**src/rtl/nw_vc_credit_tracker_if.sv**
```systemverilog
// Flit/credit/flow-control bundle between a router output port (master side,
// which sends flits and receives downstream credits) and its per-VC tracker (slave).
interface nw_vc_credit_tracker_if #(
  parameter int num_vcs      = 4,
  parameter int counter_bits = 3
);
  logic                            flit_valid;
  logic [num_vcs-1:0]              flit_vc;
  logic [num_vcs-1:0]              credit_valid;
  logic [num_vcs-1:0]              nearly_full;
  logic                            clear_errors;
  logic [num_vcs-1:0]              vc_status;
  logic [num_vcs-1:0]              vc_empty;
  logic [num_vcs-1:0]              vc_low;
  logic [num_vcs*counter_bits-1:0] vc_credits;
  logic                            err_underflow;
  logic                            err_overflow;
  logic                            err_onehot;

  modport master (
    output flit_valid, flit_vc, credit_valid, nearly_full, clear_errors,
    input  vc_status, vc_empty, vc_low, vc_credits,
           err_underflow, err_overflow, err_onehot
  );

  modport slave (
    input  flit_valid, flit_vc, credit_valid, nearly_full, clear_errors,
    output vc_status, vc_empty, vc_low, vc_credits,
           err_underflow, err_overflow, err_onehot
  );
endinterface

```
**src/rtl/nw_vc_credit_tracker.sv**
```systemverilog
// Per-VC output flow-control tracker: credit counters (fc_mode=0) or stop/go
// FSMs (fc_mode=1), optional input register stage, low-watermark decode and
// sticky protocol-error flags.
module nw_vc_credit_tracker #(
  parameter int num_vcs       = 4,
  parameter int init_credits  = 4,
  parameter int low_watermark = 1,
  parameter bit fc_mode       = 1'b0,
  parameter bit reg_inputs    = 1'b1,
  parameter int counter_bits  = $clog2(init_credits + 1)
) (
  input  logic                   clk,
  input  logic                   rst_n,
  nw_vc_credit_tracker_if.slave  bus
);

  localparam logic [counter_bits-1:0] CNT_INIT = counter_bits'(init_credits);
  localparam logic [counter_bits-1:0] CNT_LOW  = counter_bits'(low_watermark);

  // Raw events decoded from the current inputs.
  logic               flit_onehot;
  logic [num_vcs-1:0] dec_raw, inc_raw;
  logic               bad_raw;

  // Events as seen by the counters/FSMs (raw or one cycle late).
  logic [num_vcs-1:0] dec_ev, inc_ev;
  logic               bad_ev;

  // Per-VC error hits from the active flow-control engine.
  logic [num_vcs-1:0] ovf_hit, unf_hit;

  logic [num_vcs-1:0]              status_w, empty_w, low_w;
  logic [num_vcs*counter_bits-1:0] credits_w;

  logic unf_q, unf_d, ovf_q, ovf_d, oh_q, oh_d;

  // Decode flit/credit inputs; a non-one-hot flit is flagged and otherwise ignored.
  always_comb begin
    flit_onehot = $onehot(bus.flit_vc);
    dec_raw     = bus.flit_vc & {num_vcs{bus.flit_valid & flit_onehot}};
    inc_raw     = bus.credit_valid;
    bad_raw     = bus.flit_valid & ~flit_onehot;
  end

  generate
    if (reg_inputs) begin : g_in_reg
      logic [num_vcs-1:0] dec_q, inc_q;
      logic               bad_q;

      // Input pipeline stage; reset discards any pending event.
      // NOTE: sequential state uses non-blocking assignments so every flop
      // samples pre-edge values regardless of process ordering.
      always_ff @(posedge clk or negedge rst_n) begin
        if (!rst_n) begin
          dec_q <= '0;
          inc_q <= '0;
          bad_q <= 1'b0;
        end else begin
          dec_q <= dec_raw;
          inc_q <= inc_raw;
          bad_q <= bad_raw;
        end
      end

      assign dec_ev = dec_q;
      assign inc_ev = inc_q;
      assign bad_ev = bad_q;
    end else begin : g_in_comb
      assign dec_ev = dec_raw;
      assign inc_ev = inc_raw;
      assign bad_ev = bad_raw;
    end

    if (!fc_mode) begin : g_credit
      logic [counter_bits-1:0] cnt_q [num_vcs];
      logic [counter_bits-1:0] cnt_d [num_vcs];

      // Saturating credit counters: simultaneous inc/dec cancel, never wrap.
      // NOTE: every output of a combinational block gets a default first so
      // no path leaves it unassigned (which would infer a latch).
      always_comb begin
        ovf_hit = '0;
        unf_hit = '0;
        for (int i = 0; i < num_vcs; i++) begin
          cnt_d[i] = cnt_q[i];
          if (inc_ev[i] && !dec_ev[i]) begin
            if (cnt_q[i] == CNT_INIT) ovf_hit[i] = 1'b1;
            else                      cnt_d[i]   = cnt_q[i] + 1'b1;
          end else if (dec_ev[i] && !inc_ev[i]) begin
            if (cnt_q[i] == '0) unf_hit[i] = 1'b1;
            else                cnt_d[i]   = cnt_q[i] - 1'b1;
          end
        end
      end

      // Credit counter registers.
      // NOTE: the counter array is a handful of flops, not a RAM, so it is
      // reset element by element to the downstream buffer depth.
      always_ff @(posedge clk or negedge rst_n) begin
        if (!rst_n) begin
          for (int i = 0; i < num_vcs; i++) cnt_q[i] <= CNT_INIT;
        end else begin
          for (int i = 0; i < num_vcs; i++) cnt_q[i] <= cnt_d[i];
        end
      end

      // Status decodes of the registered counters.
      always_comb begin
        credits_w = '0;
        for (int i = 0; i < num_vcs; i++) begin
          status_w[i] = (cnt_q[i] == '0);
          empty_w[i]  = (cnt_q[i] == CNT_INIT);
          low_w[i]    = (cnt_q[i] <= CNT_LOW);
          credits_w[i*counter_bits +: counter_bits] = cnt_q[i];
        end
      end
    end else begin : g_stop_go
      typedef enum logic {SG_GO = 1'b0, SG_STOP = 1'b1} sg_state_e;
      sg_state_e state_q [num_vcs];
      sg_state_e state_d [num_vcs];

      // Stop/go next state: stop on a flit into a nearly-full VC, go when it drains.
      always_comb begin
        for (int i = 0; i < num_vcs; i++) begin
          state_d[i] = state_q[i];
          case (state_q[i])
            SG_GO:   if (bus.nearly_full[i] && dec_ev[i]) state_d[i] = SG_STOP;
            SG_STOP: if (!bus.nearly_full[i])             state_d[i] = SG_GO;
            default: state_d[i] = SG_GO;
          endcase
        end
      end

      // Stop/go state registers.
      always_ff @(posedge clk or negedge rst_n) begin
        if (!rst_n) begin
          for (int i = 0; i < num_vcs; i++) state_q[i] <= SG_GO;
        end else begin
          for (int i = 0; i < num_vcs; i++) state_q[i] <= state_d[i];
        end
      end

      // Status decodes; credit count is fixed and credit errors cannot occur.
      always_comb begin
        ovf_hit   = '0;
        unf_hit   = '0;
        credits_w = {num_vcs{CNT_INIT}};
        for (int i = 0; i < num_vcs; i++) begin
          status_w[i] = (state_q[i] == SG_STOP);
          low_w[i]    = (state_q[i] == SG_STOP);
          empty_w[i]  = (state_q[i] == SG_GO);
        end
      end
    end
  endgenerate

  // Sticky error next state: a new error event outranks clear_errors.
  always_comb begin
    unf_d = (bus.clear_errors ? 1'b0 : unf_q) | (|unf_hit);
    ovf_d = (bus.clear_errors ? 1'b0 : ovf_q) | (|ovf_hit);
    oh_d  = (bus.clear_errors ? 1'b0 : oh_q)  | bad_ev;
  end

  // Sticky error registers.
  always_ff @(posedge clk or negedge rst_n) begin
    if (!rst_n) begin
      unf_q <= 1'b0;
      ovf_q <= 1'b0;
      oh_q  <= 1'b0;
    end else begin
      unf_q <= unf_d;
      ovf_q <= ovf_d;
      oh_q  <= oh_d;
    end
  end

  assign bus.vc_status     = status_w;
  assign bus.vc_empty      = empty_w;
  assign bus.vc_low        = low_w;
  assign bus.vc_credits    = credits_w;
  assign bus.err_underflow = unf_q;
  assign bus.err_overflow  = ovf_q;
  assign bus.err_onehot    = oh_q;

endmodule

```
**src/flat_wrapper.sv**
```systemverilog
// flat-port wrapper written by rule: the top's interface ports become plain ports
module nw_vc_credit_tracker_flat 
#(
  parameter int num_vcs       = 4,
  parameter int init_credits  = 4,
  parameter int low_watermark = 1,
  parameter bit fc_mode       = 1'b0,
  parameter bit reg_inputs    = 1'b1,
  parameter int counter_bits  = $clog2(init_credits + 1)
)
  (clk, rst_n, bus_flit_valid, bus_flit_vc, bus_credit_valid, bus_nearly_full, bus_clear_errors, bus_vc_status, bus_vc_empty, bus_vc_low, bus_vc_credits, bus_err_underflow, bus_err_overflow, bus_err_onehot);
  nw_vc_credit_tracker_if #(.num_vcs(num_vcs), .counter_bits(counter_bits)) bus_i ();
  input  logic clk;
  input  logic rst_n;
  input wire logic [$bits(bus_i.flit_valid)-1:0] bus_flit_valid;
  input wire logic [$bits(bus_i.flit_vc)-1:0] bus_flit_vc;
  input wire logic [$bits(bus_i.credit_valid)-1:0] bus_credit_valid;
  input wire logic [$bits(bus_i.nearly_full)-1:0] bus_nearly_full;
  input wire logic [$bits(bus_i.clear_errors)-1:0] bus_clear_errors;
  output wire logic [$bits(bus_i.vc_status)-1:0] bus_vc_status;
  output wire logic [$bits(bus_i.vc_empty)-1:0] bus_vc_empty;
  output wire logic [$bits(bus_i.vc_low)-1:0] bus_vc_low;
  output wire logic [$bits(bus_i.vc_credits)-1:0] bus_vc_credits;
  output wire logic [$bits(bus_i.err_underflow)-1:0] bus_err_underflow;
  output wire logic [$bits(bus_i.err_overflow)-1:0] bus_err_overflow;
  output wire logic [$bits(bus_i.err_onehot)-1:0] bus_err_onehot;
  assign bus_i.flit_valid = bus_flit_valid;
  assign bus_i.flit_vc = bus_flit_vc;
  assign bus_i.credit_valid = bus_credit_valid;
  assign bus_i.nearly_full = bus_nearly_full;
  assign bus_i.clear_errors = bus_clear_errors;
  assign bus_vc_status = bus_i.vc_status;
  assign bus_vc_empty = bus_i.vc_empty;
  assign bus_vc_low = bus_i.vc_low;
  assign bus_vc_credits = bus_i.vc_credits;
  assign bus_err_underflow = bus_i.err_underflow;
  assign bus_err_overflow = bus_i.err_overflow;
  assign bus_err_onehot = bus_i.err_onehot;
  nw_vc_credit_tracker #(.num_vcs(num_vcs), .init_credits(init_credits), .low_watermark(low_watermark), .fc_mode(fc_mode), .reg_inputs(reg_inputs), .counter_bits(counter_bits)) u_core (.clk(clk), .rst_n(rst_n), .bus(bus_i));
endmodule
```
**config.mk**
```make
export PLATFORM = sky130hd
export DESIGN_NAME = nw_vc_credit_tracker_flat
export DESIGN_NICKNAME = d
export VERILOG_FILES = /design/src/rtl/nw_vc_credit_tracker_if.sv /design/src/rtl/nw_vc_credit_tracker.sv /design/src/flat_wrapper.sv
export SDC_FILE = /design/constraint.sdc
export NUM_CORES = 1
export LEC_CHECK = 0
export ABC_AREA = 1
export CAP_MARGIN = 10
export CORE_MARGIN = 4
export CORE_UTILIZATION = 44
export DETAILED_ROUTE_END_ITERATION = 7
export PLACE_DENSITY = 0.73
export SETUP_SLACK_MARGIN = 0.02
export SYNTH_ARGS = -nofsm -noshare
export SYNTH_HDL_FRONTEND = slang
export SYNTH_SLANG_ARGS = --single-unit
```
**constraint.sdc**
```tcl
create_clock -name clk -period 1.1 [get_ports clk]
set_input_delay 0.22 -clock clk [delete_from_list [all_inputs] [get_ports clk]]
set_output_delay 0.22 -clock clk [all_outputs]
set_load 0.02 [all_outputs]
```
==> run metrics <==
Worst-Margin Slew approximately 190 ps; Longest Clk Path Bufs 2; EDFF count, synth 0; slowest CP cell dfrtp_2; Critical Path RT 880 ps; Cells after DPL 350; vias after detailed routing ~1800; vias in the first global route around 1700; crit path capture bus_vc_low[0]; die height around 70 um; final worst-path cycle share 133%; Synth Area per Inst 7.49 sq um; HPWL Detailed 3.04 mm; Relative slew margins roughly 87%; Filler Cell Count around 170; Hold-fix buffers, CTS 0; Synth Flop Type dfrtp_1; crit path DAT roughly 1200 ps; top-area cell type share of the netlist area between 20 and 30%; initial drt markers ~110; sequential share of the synthesized area ~36%; GRT Util Overall 21.2%; status finished with violations; Syn Nets ~270; worst r2r src u_core.bus.vc_credits[1]; WL/cell about 15 um; sw frac 44.0%; Max Cap Viol 0; Final Max Tran Viols 0; Hold Fails Final Rpt 0; Die W about 70 um; H-tree depth 1; total die area between 4000 and 5000 sq um; final std cells w/o fill 374; P_sw 0.00399 W; DR vias/cell approximately 4.9; RD Place Congestion about 0.8; Initial Util around 46%; WHS between 150 and 200 ps; DR pass1 iterations 4; Mapped Area approximately 1700 sq um; DRC 0; CP max FO 3; Worst R2R Setup Slack -250 ps; RSZ-0062 raised after global routing true; clock root cell clkbuf_8; Post-Synthesis Cells 224; clock sink count 24; Combinational Power Share 76.2%; crit end category primary output; clock share of power under 10%; CP Cell Sequence inv_4 > ha_4 > a21oi_4 > nor2_4 > buf_6; Yosys top cell by area dfrtp_1; worst r2r path cells 8; TNS Setup -9020 ps; WL final between 5 and 6 mm; clock skew approximately 3.1 ps; placed inst area 2630 sq um; nets 369; PwrDens ~2800 nW/um^2; clk_lat worst skew roughly 270 ps; grt ovf 0; Synth cell types 20; worst setup path class reg2out; share of layout cells above drive strength 1 around 60%; asr flop ratio synth 100%; Final Cell Area ~3300 sq um; Lkg Pwr ~1.6 nW; Area growth syn-to-layout 94.6%; global-route wire length before repair 8.29 mm; Hold Path Stages 3; VDD IR max roughly 1900 uV; Yosys warnings 0; initial antenna violation count 0; I/O Pins 43; worst setup path startpoint u_core.bus.vc_credits[1]; failing checks negative setup slack; synthesized flop and latch total 24; final setup fails 43; Startpoint Class register; synth cell count leaders nand2_1 (68), inv_1 (52), ha_1 (25), dfrtp_1 (20), nor2_1 (20); largest net degree at the start of global routing 25; std cell rows 22; most numerous cell in the Yosys netlist nand2_1; Max Freq between 0.6 and 0.7 GHz; total CTS buffers 3; clock-pin slew on the worst setup and hold paths roughly 90 ps; Pint between 0.005 and 0.006 W; Flop pwr share between 15 and 20%; core area approximately 3700 sq um; Port Buf Inserts 38; synth top area cells dfrtp_1 (30%), ha_1 (19%), nand2_1 (15%), inv_1 (12%), dfstp_2 (6.3%); CTS tree yes; Reg-to-Reg End u_core.bus.vc_credits[0]; worst setup slack after layout -363 ps; Tmin final about 1500 ps; number of routed nets with antenna violations 0; ant diodes 0; max incr delay on CP about 450 ps; worst min path class in2reg
==> kinds of logic after synthesis <==
family	count (synthesis)	share of synthesized area (%)
adders and majority gates	26	19.8
buffers and inverters	54	12.1
DFF	24	36.1
AOI/OAI and AO/OA	5	1.64
and+or+nand+nor	111	28.3
xor gates and xnor gates	4	2.09
==> worst min-delay path by stage <==
| stage | endpoint | startpoint |
|---|---|---|
| after floorplan | u_core.bad_ev | rst_n |
| after global placement | u_core.bus.err_onehot | u_core.bad_ev |
| after detailed placement | u_core.bus.err_onehot | u_core.bad_ev |
| after CTS | u_core.dec_ev[0] | bus_flit_vc[0] |
| after global routing | u_core.dec_ev[0] | bus_flit_vc[0] |
| final | u_core.dec_ev[0] | bus_flit_vc[0] |
==> cell type report <==
cell class,count,area (sq um),area share [%]
Tap cell,48,60.1,1.84
Inverter,54,225,6.90
Sequential cell,24,616,18.9
Timing Repair Buffer,98,985,30.2
Clock buffer,4,55.1,1.69
Multi-Input combinational cell,146,1330,40.6
==> per-layer routing <==
layer | GRT usage, % | wire length, um
met1 | 24.6 | 2050
met2 | 40.4 | 2980
met3 | 2.46 | 281
met4 | 5.96 | 136
met5 | 0 | 0
==> metrics by stage <==
| step | setup slack, ps | util (%) | power, W |
|---|---|---|---|
| after floorplan | -292 | - | 0.00429 |
| after global placement | -852 | 71.9 | 0.00634 |
| after detailed placement | -889 | 71.9 | 0.00650 |
| after CTS | -328 | 83.5 | 0.00829 |
| after global routing | -405 | 89.2 | 0.00963 |
| final | -363 | 89.2 | 0.00907 |
==> critical path, delay by kind of cell, from the launching register on <==
family	cells	cell delay, ps
adder cells (fa/ha/maj)	1	150
buffers and inverters	2	240
AND/OR/NAND/NOR	1	90
AO/OA/AOI/OAI	1	40
flip-flops	1	450
==> what timing repair did <==
item | in CTS | in global routing
gates resized for setup | 222 | 58
pin swaps | 41 | 31
buffers inserted | 22 | 5
setup endpoints to repair | 46 | 44
==> placed cells by master (no fill, tap or decap), types with 8 or more instances in the layout <==
master   Yosys  routed
buf_6        0      45
nand2_1     68      48
nor2_4       1      13
dfrtp_2      0       8
buf_4        0      37
inv_1       52      28
inv_2        2      19
nand2_2      2      17
nor2_1      20       9
ha_4         0      14
ha_1        25      10
dfrtp_1     20      12
==> power by group through the flow <==
stage          Combinational, W  Clock [W]  Sequential (W)
6_report                0.00690   0.000623         0.00154
5_1_grt                 0.00738   0.000684         0.00157
4_1_cts                 0.00618   0.000623         0.00148
3_5_place_dp            0.00501          0         0.00149
3_3_place_gp            0.00486          0         0.00148
2_1_floorplan           0.00238          0         0.00191
==> state kept, by name, summed over array words and instances (netlist names) <==
register                  flops
u_core.bad_ev                 1
u_core.bus.err_onehot         1
u_core.bus.err_overflow       1
u_core.bus.err_underflow      1
u_core.bus.vc_credits        12
u_core.dec_ev                 4
u_core.g_in_reg.inc_q         4
Power figures use the tool's default switching activity.
